`src/rtl/codec_i2c_target_pkg.sv`:
```
// Shared types and constants for the codec-side I2C control port.
// Holds the device address, register map, shadow reset image and target FSM states.
package audio_codec_pkg;

    localparam logic [6:0] CODEC_DEV_ADDR = 7'h1A;

    typedef enum logic [6:0] {
        RegLinvol  = 7'd0,
        RegRinvol  = 7'd1,
        RegLoutvol = 7'd2,
        RegRoutvol = 7'd3,
        RegApana   = 7'd4,
        RegDpath   = 7'd5,
        RegPwrdn   = 7'd6,
        RegDaif    = 7'd7,
        RegSrate   = 7'd8,
        RegActive  = 7'd9,
        RegReset   = 7'd15
    } codec_reg_e;

    // Index 0 is the rightmost element.
    localparam logic [15:0][8:0] RESET_DEFAULTS = {
        9'h000, 9'h000, 9'h000, 9'h000, 9'h000, 9'h000,
        9'h000, 9'h000, 9'h00A, 9'h09F, 9'h008, 9'h00A,
        9'h079, 9'h079, 9'h097, 9'h097
    };

    typedef enum logic [2:0] {
        TgtIdle,
        TgtAddr,
        TgtAddrAck,
        TgtByte0,
        TgtAck0,
        TgtByte1,
        TgtAck1,
        TgtIgnore
    } i2c_tgt_state_e;

    function automatic logic [8:0] reset_default(input int unsigned idx);
        logic [3:0] sel;
        sel = idx[3:0];
        return (idx < 16) ? RESET_DEFAULTS[sel] : 9'h000;
    endfunction

endpackage

```
`src/rtl/codec_i2c_target_if.sv`:
```
// Two-wire control bus as seen by the codec target; sda_oe=1 pulls SDA low.
interface codec_i2c_target_if;
    logic scl;
    logic sda;
    logic sda_oe;

    modport slave  (input scl, input sda, output sda_oe);
    modport master (output scl, output sda, input sda_oe);
endinterface

```
`src/rtl/codec_i2c_target_line_sync.sv`:
```
// SCL/SDA synchroniser with registered edge, START and STOP detection.
module i2c_line_sync #(
    parameter int unsigned SYNC_STAGES = 2
) (
    input  logic clk_i,
    input  logic rst_i,
    input  logic scl_i,
    input  logic sda_i,
    output logic scl_rise_o,
    output logic scl_fall_o,
    output logic start_det_o,
    output logic stop_det_o,
    output logic sda_s_o
);
    logic [SYNC_STAGES-1:0] scl_ff_q, sda_ff_q;
    logic scl_prev_q, sda_prev_q;
    logic scl_s, sda_s;

    assign scl_s = scl_ff_q[SYNC_STAGES-1];
    assign sda_s = sda_ff_q[SYNC_STAGES-1];

    // Chains reset to the idle-high bus level so release of reset creates no false edges.
    always_ff @(posedge clk_i) begin
        if (rst_i) begin
            scl_ff_q    <= '1;
            sda_ff_q    <= '1;
            scl_prev_q  <= 1'b1;
            sda_prev_q  <= 1'b1;
            scl_rise_o  <= 1'b0;
            scl_fall_o  <= 1'b0;
            start_det_o <= 1'b0;
            stop_det_o  <= 1'b0;
            sda_s_o     <= 1'b1;
        end else begin
            scl_ff_q    <= {scl_ff_q[SYNC_STAGES-2:0], scl_i};
            sda_ff_q    <= {sda_ff_q[SYNC_STAGES-2:0], sda_i};
            scl_prev_q  <= scl_s;
            sda_prev_q  <= sda_s;
            scl_rise_o  <= scl_s & ~scl_prev_q;
            scl_fall_o  <= ~scl_s & scl_prev_q;
            start_det_o <= scl_s & scl_prev_q & sda_prev_q & ~sda_s;
            stop_det_o  <= scl_s & scl_prev_q & ~sda_prev_q & sda_s;
            sda_s_o     <= sda_s;
        end
    end
endmodule

```
`src/rtl/codec_i2c_target.sv`:
```
// Write-only I2C register target of a WM8731-class codec with a readable register shadow.
module codec_i2c_target
    import audio_codec_pkg::*;
#(
    parameter logic [6:0]  DEV_ADDR    = CODEC_DEV_ADDR,
    parameter int unsigned NUM_REGS    = 16,
    parameter int unsigned SYNC_STAGES = 2
) (
    input  logic               clk_i,
    input  logic               rst_i,
    input  logic               en_i,
    codec_i2c_target_if.slave  i2c,
    output logic               reg_wr_o,
    output logic [6:0]         reg_addr_o,
    output logic [8:0]         reg_data_o,
    input  logic [3:0]         rd_addr_i,
    output logic [8:0]         rd_data_o,
    output logic               busy_o
);
    localparam int unsigned AW = $clog2(NUM_REGS);

    logic scl_rise, scl_fall, start_det, stop_det, sda_s;

    i2c_line_sync #(.SYNC_STAGES(SYNC_STAGES)) u_line_sync (
        .clk_i       (clk_i),
        .rst_i       (rst_i),
        .scl_i       (i2c.scl),
        .sda_i       (i2c.sda),
        .scl_rise_o  (scl_rise),
        .scl_fall_o  (scl_fall),
        .start_det_o (start_det),
        .stop_det_o  (stop_det),
        .sda_s_o     (sda_s)
    );

    i2c_tgt_state_e state_q, state_d;
    logic [3:0] bit_cnt_q, bit_cnt_d;
    logic [7:0] shift_q, shift_d;
    logic       sda_oe_q, sda_oe_d;
    logic       busy_q, busy_d;
    logic [6:0] wr_addr_q, wr_addr_d;
    logic [8:0] wr_data_q, wr_data_d;
    logic       commit;
    logic       byte_done;
    logic [8:0] shadow_q [NUM_REGS];

    assign byte_done = scl_fall && (bit_cnt_q == 4'd8);

    always_comb begin
        state_d   = state_q;
        bit_cnt_d = bit_cnt_q;
        shift_d   = shift_q;
        sda_oe_d  = sda_oe_q;
        busy_d    = busy_q;
        wr_addr_d = wr_addr_q;
        wr_data_d = wr_data_q;
        commit    = 1'b0;
        // Bus conditions outrank bit sampling when they coincide with an SCL edge.
        if (!en_i || stop_det) begin
            state_d  = TgtIdle;
            sda_oe_d = 1'b0;
            busy_d   = 1'b0;
        end else if (start_det) begin
            state_d   = TgtAddr;
            bit_cnt_d = 4'd0;
            sda_oe_d  = 1'b0;
            busy_d    = 1'b1;
        end else begin
            if ((state_q == TgtAddr || state_q == TgtByte0 || state_q == TgtByte1)
                && scl_rise && bit_cnt_q != 4'd8) begin
                shift_d   = {shift_q[6:0], sda_s};
                bit_cnt_d = bit_cnt_q + 4'd1;
            end
            unique case (state_q)
                TgtAddr: if (byte_done) begin
                    bit_cnt_d = 4'd0;
                    if (shift_q == {DEV_ADDR, 1'b0}) begin
                        state_d  = TgtAddrAck;
                        sda_oe_d = 1'b1;
                    end else begin
                        state_d = TgtIgnore;
                    end
                end
                TgtByte0: if (byte_done) begin
                    bit_cnt_d    = 4'd0;
                    wr_addr_d    = shift_q[7:1];
                    wr_data_d[8] = shift_q[0];
                    state_d      = TgtAck0;
                    sda_oe_d     = 1'b1;
                end
                TgtByte1: if (byte_done) begin
                    bit_cnt_d = 4'd0;
                    if ({25'd0, wr_addr_q} < NUM_REGS) begin
                        wr_data_d[7:0] = shift_q;
                        state_d        = TgtAck1;
                        sda_oe_d       = 1'b1;
                    end else begin
                        state_d = TgtIgnore;
                    end
                end
                TgtAddrAck: if (scl_fall) begin
                    sda_oe_d = 1'b0;
                    state_d  = TgtByte0;
                end
                TgtAck0: if (scl_fall) begin
                    sda_oe_d = 1'b0;
                    state_d  = TgtByte1;
                end
                TgtAck1: if (scl_fall) begin
                    sda_oe_d = 1'b0;
                    state_d  = TgtIgnore;
                    commit   = 1'b1;
                end
                default: ;
            endcase
        end
    end

    always_ff @(posedge clk_i) begin
        if (rst_i) begin
            state_q    <= TgtIdle;
            bit_cnt_q  <= 4'd0;
            shift_q    <= 8'd0;
            sda_oe_q   <= 1'b0;
            busy_q     <= 1'b0;
            wr_addr_q  <= 7'd0;
            wr_data_q  <= 9'd0;
            reg_wr_o   <= 1'b0;
            reg_addr_o <= 7'd0;
            reg_data_o <= 9'd0;
        end else begin
            state_q    <= state_d;
            bit_cnt_q  <= bit_cnt_d;
            shift_q    <= shift_d;
            sda_oe_q   <= sda_oe_d;
            busy_q     <= busy_d;
            wr_addr_q  <= wr_addr_d;
            wr_data_q  <= wr_data_d;
            reg_wr_o   <= commit;
            if (commit) begin
                reg_addr_o <= wr_addr_q;
                reg_data_o <= wr_data_q;
            end
        end
    end

    // Writing the reset register reloads the whole shadow instead of storing data.
    always_ff @(posedge clk_i) begin
        if (rst_i || (commit && wr_addr_q == RegReset)) begin
            for (int i = 0; i < NUM_REGS; i++) shadow_q[i] <= reset_default(i);
        end else if (commit) begin
            shadow_q[wr_addr_q[AW-1:0]] <= wr_data_q;
        end
    end

    assign rd_data_o  = shadow_q[rd_addr_i];
    assign i2c.sda_oe = sda_oe_q;
    assign busy_o     = busy_q;
endmodule

```
`src/flat_wrapper.sv`:
```
// flat-port wrapper written by rule: the top's interface ports become plain ports
module codec_i2c_target_flat import audio_codec_pkg::*;
#(
    parameter logic [6:0]  DEV_ADDR    = CODEC_DEV_ADDR,
    parameter int unsigned NUM_REGS    = 16,
    parameter int unsigned SYNC_STAGES = 2
)
  (clk_i, rst_i, en_i, reg_wr_o, reg_addr_o, reg_data_o, rd_addr_i, rd_data_o, busy_o, i2c_scl, i2c_sda, i2c_sda_oe);
  codec_i2c_target_if i2c_i ();
  input  logic clk_i;
  input  logic rst_i;
  input  logic en_i;
  output logic reg_wr_o;
  output logic [6:0] reg_addr_o;
  output logic [8:0] reg_data_o;
  input  logic [3:0] rd_addr_i;
  output logic [8:0] rd_data_o;
  output logic busy_o;
  input wire logic [$bits(i2c_i.scl)-1:0] i2c_scl;
  input wire logic [$bits(i2c_i.sda)-1:0] i2c_sda;
  output wire logic [$bits(i2c_i.sda_oe)-1:0] i2c_sda_oe;
  assign i2c_i.scl = i2c_scl;
  assign i2c_i.sda = i2c_sda;
  assign i2c_sda_oe = i2c_i.sda_oe;
  codec_i2c_target #(.DEV_ADDR(DEV_ADDR), .NUM_REGS(NUM_REGS), .SYNC_STAGES(SYNC_STAGES)) u_core (.clk_i(clk_i), .rst_i(rst_i), .en_i(en_i), .i2c(i2c_i), .reg_wr_o(reg_wr_o), .reg_addr_o(reg_addr_o), .reg_data_o(reg_data_o), .rd_addr_i(rd_addr_i), .rd_data_o(rd_data_o), .busy_o(busy_o));
endmodule
```
`config.mk`:
```
export PLATFORM = sky130hd
export DESIGN_NAME = codec_i2c_target_flat
export DESIGN_NICKNAME = d
export VERILOG_FILES = /design/src/rtl/codec_i2c_target_pkg.sv /design/src/rtl/codec_i2c_target_if.sv /design/src/rtl/codec_i2c_target_line_sync.sv /design/src/rtl/codec_i2c_target.sv /design/src/flat_wrapper.sv
export SDC_FILE = /design/constraint.sdc
export NUM_CORES = 1
export LEC_CHECK = 0
export ABC_AREA = 0
export CORE_MARGIN = 1.5
export CORE_UTILIZATION = 50
export DETAILED_ROUTE_END_ITERATION = 7
export MAX_ROUTING_LAYER = met4
export PLACE_DENSITY_LB_ADDON = 0.15
export SLEW_MARGIN = 40
export SYNTH_ARGS = -nofsm -noshare
export SYNTH_HDL_FRONTEND = slang
export SYNTH_SLANG_ARGS = --single-unit
```
`constraint.sdc`:
```
create_clock -name clk_i -period 3.6 [get_ports clk_i]
set_input_delay 0.9 -clock clk_i [delete_from_list [all_inputs] [get_ports clk_i]]
set_output_delay 0.9 -clock clk_i [all_outputs]
set_load 0.01 [all_outputs]
```
==> results.cfg <==
[sta]
max_freq_mhz = 285.3
finalMaxSlewViolations = 0
fin_ws_ns = 0.09451
worst_pin_slew_ns = 0.7829
hold_violations = 0
slew_headroom_pct = 47.74
rsz0062_at_grt = false
fin_crit_sh_pct = 97.37
min_period_ns = 3.505
skew_ns = 0.007694
finalSetupViolations = 0

[place]
place_ws_ns = -0.2751
gp_congestion = 0.9210
dp_hpwl_um = 16420
port_buffers = 36

[layout]
nNetsFinal = 764
syn_to_final_growth_pct = 16.61
antenna_cells = 0
n_fill_cell = 1355
layout-drive-gt1-share_pct = 17.75

[grt]
grt_pass1_wl_um = 34600
track_usage_pct = 26.60
grt_pass1_vias = 5751
grt_overflow = 0
grt_max_degree = 56
antenna_found_initial = 0

[power_and_ir_drop]
p_leak_nw = 3.528
totalPowerFinal_mw = 4.850
ir_worst_vdd_mv = 0.3107
intPower_mw = 3.843
sequentialPowerShare_pct = 54.0
switching_share_pct = 20.77
clockPowerShare_pct = 40.6
power_density_nw_per_um2 = 465.9
p_sw_mw = 1.007
p_comb_share_pct = 5.4

[synth]
syn_inst = 694
synth_common_cells = edfxtp_1, and2_1, nor2_1, dfxtp_1, nand2_1
syn_nets = 705
synth-edff-count = 144
ys.flop_type = edfxtp_1
yosysTopAreaCellShare_pct = 48.44
ys_types = 44
ys_seq_area_share_pct = 61.89
synth_most_common_cell = edfxtp_1
yosys_warnings = 0
yosys.area.top_type = edfxtp_1
synth_seq_cells = 204
synth_area_leaders = edfxtp_1, dfxtp_1, mux4_2, and2_1, nor2_1
syn_area_per_cell_um2 = 12.86
synth.cell_area_um2 = 8927
async_flop_share_pct = 0

[clock_tree]
cts_tree = yes
clkTransAtPathRegs_ns = 0.06
cts_buffers = 21
clk_latency_ns = 0.49
root_buffer = clkbuf_16
clkSinkCount = 204
cts.path.max_buffers = 3
htree_levels = 1

[floorplanning]
die_y_um = 136.6
die_w_um = 136.6
start_util_pct = 51.43
rows = 48
coreArea_um2 = 17360
io_pins = 37
dieArea_um2 = 18670

[worst_setup_path]
rrSetupSlack_ns = 0.95
endpoint = rd_data_o[2]
r2r_end = u_core.shadow_q[0][0]
worst_setup_path_start_kind = primary input
cp-end-kind = primary output
crit_start = rd_addr_i[0]
worstPathArrival_ns = 2.61
rr_worst_depth = 4
criticalPathCategory = in2out
rr_startpoint = u_core.state_q[2]
worstPathMaxFanout = 11
crit_required_ns = 2.70

[drt]
final_antenna_net_count = 0
viasPerCell = 5.982
initialDrtViolationCount = 570
dr.pass1.iters = 6
wl_per_cell_um = 23.53
vias = 5928
drc_errors = 0
wirelength_um = 23320

[status]
status = completed

[worst_hold_path]
min_path_type = reg2reg

[run]
drv_cap = 0
## logic make-up (layout without fill, tap and decap cells)
family	Yosys count	after routing	share of synthesized area, %
flip-flops	204	204	61.89
AND/OR/NAND/NOR	307	307	18.37
multiplexers	53	53	12.25
adder cells (fa/ha/maj)	2	2	0.2803
AO/OA/AOI/OAI	72	72	4.471
buffers and inverters	56	128	2.733
## critical path, stage by stage
cell and delay (ns):
buf_2 0.14, buf_12 0.14, buf_4 0.14, mux4_2 0.50, mux4_2 0.47, dlygate4sd2_1 0.30
## state kept, by name, summed over array words and instances (netlist names)
register	count
u_core.shift_q	8
u_core.reg_wr_o	1
u_core.u_line_sync.start_det_o	1
u_core.u_line_sync.scl_rise_o	1
u_core.bit_cnt_q	4
u_core.busy_o	1
u_core.wr_data_q	9
u_core.reg_addr_o	7
u_core.u_line_sync.sda_prev_q	1
u_core.state_q	3
u_core.reg_data_o	9
u_core.i2c.sda_oe	1
u_core.wr_addr_q	7
u_core.u_line_sync.scl_ff_q	2
u_core.u_line_sync.scl_fall_o	1
u_core.shadow_q	144
u_core.u_line_sync.scl_prev_q	1
u_core.u_line_sync.stop_det_o	1
u_core.u_line_sync.sda_ff_q	2
## layer usage
layer  track usage, %  vias to the layer above  share of wire [%]
li1                 -                     2657                  -
met1            35.80                     2942                 42
met2            38.67                      272                 45
met3            5.630                       57                8.4
met4            12.83                        0                4.9
met5                -                        -                  0
## metrics by stage
stage               TNS [ns]  instances  instance area [µm²]  hold slack [ns]  util, %
global route               0        991                10410           0.4287    59.98
global placement      -2.050        945                 9708           0.4050    55.93
CTS                        0        983                10350           0.4180    59.62
floorplan                  0        694                 8927           0.3895        -
detailed placement    -2.251        945                 9712           0.4016    55.95
finish                     0        991                10410           0.4144    59.98
## worst min-delay path by stage
stage | from | end | slack [ns] | cells past startpoint
floorplan | u_core.u_line_sync.scl_ff_q[0] | u_core.u_line_sync.scl_ff_q[1] | 0.39 | 1
global placement | u_core.u_line_sync.sda_ff_q[0] | u_core.u_line_sync.sda_ff_q[1] | 0.40 | 1
detailed placement | u_core.u_line_sync.sda_ff_q[0] | u_core.u_line_sync.sda_ff_q[1] | 0.40 | 1
CTS | u_core.u_line_sync.sda_ff_q[0] | u_core.u_line_sync.sda_ff_q[1] | 0.42 | 1
global route | u_core.u_line_sync.sda_ff_q[0] | u_core.u_line_sync.sda_ff_q[1] | 0.43 | 1
finish | u_core.u_line_sync.sda_ff_q[0] | u_core.u_line_sync.sda_ff_q[1] | 0.41 | 1
## what timing repair did
action,CTS,global route
hold buffers,0,0
buffers inserted,1,8
gates cloned,1,0
resized for setup,12,1
setup endpoints to repair,9,2
## power groups by stage
stage                     Clock (mW)  Combinational (mW)  Sequential (mW)
after floorplan                    0               0.164             2.63
after detailed placement           0               0.258             2.67
after global routing            2.07               0.278             2.62
after global placement             0               0.251             2.67
after CTS                       2.00               0.255             2.62
final                           1.97               0.260             2.62
## area by class of cell
type / instances / area [µm²] / share of cell area (%)
Sequential cell: 204 / 5525 / 53.08
Tap cell: 225 / 281.5 / 2.704
Inverter: 4 / 15.01 / 0.1442
Timing Repair Buffer: 88 / 817.0 / 7.849
Clock inverter: 12 / 72.57 / 0.6971
Multi-Input combinational cell: 434 / 3162 / 30.37
Clock buffer: 24 / 536.8 / 5.156
## placed cells by master (no fill, tap or decap), types with 4 or more instances in the layout
| master | count |
|---|---|
| or2_2 | 7 |
| buf_4 | 46 |
| mux2i_1 | 8 |
| dlygate4sd2_1 | 8 |
| nand2_1 | 59 |
| dfxtp_1 | 60 |
| clkbuf_16 | 21 |
| and2_1 | 66 |
| a21oi_1 | 35 |
| nor2_1 | 64 |
| edfxtp_1 | 144 |
| inv_1 | 4 |
| nor3_1 | 6 |
| buf_12 | 5 |
| or3_1 | 28 |
| nor2b_1 | 6 |
| nor4_1 | 4 |
| and3_1 | 10 |
| nand3_1 | 19 |
| nand3b_1 | 5 |
| clkdlybuf4s50_1 | 24 |
| o21ai_0 | 21 |
| mux4_2 | 45 |
| nand2b_1 | 13 |
| nor3b_1 | 4 |
| clkinv_1 | 10 |
| nand4_1 | 5 |
No activity file was read; power rests on OpenSTA's default activity.
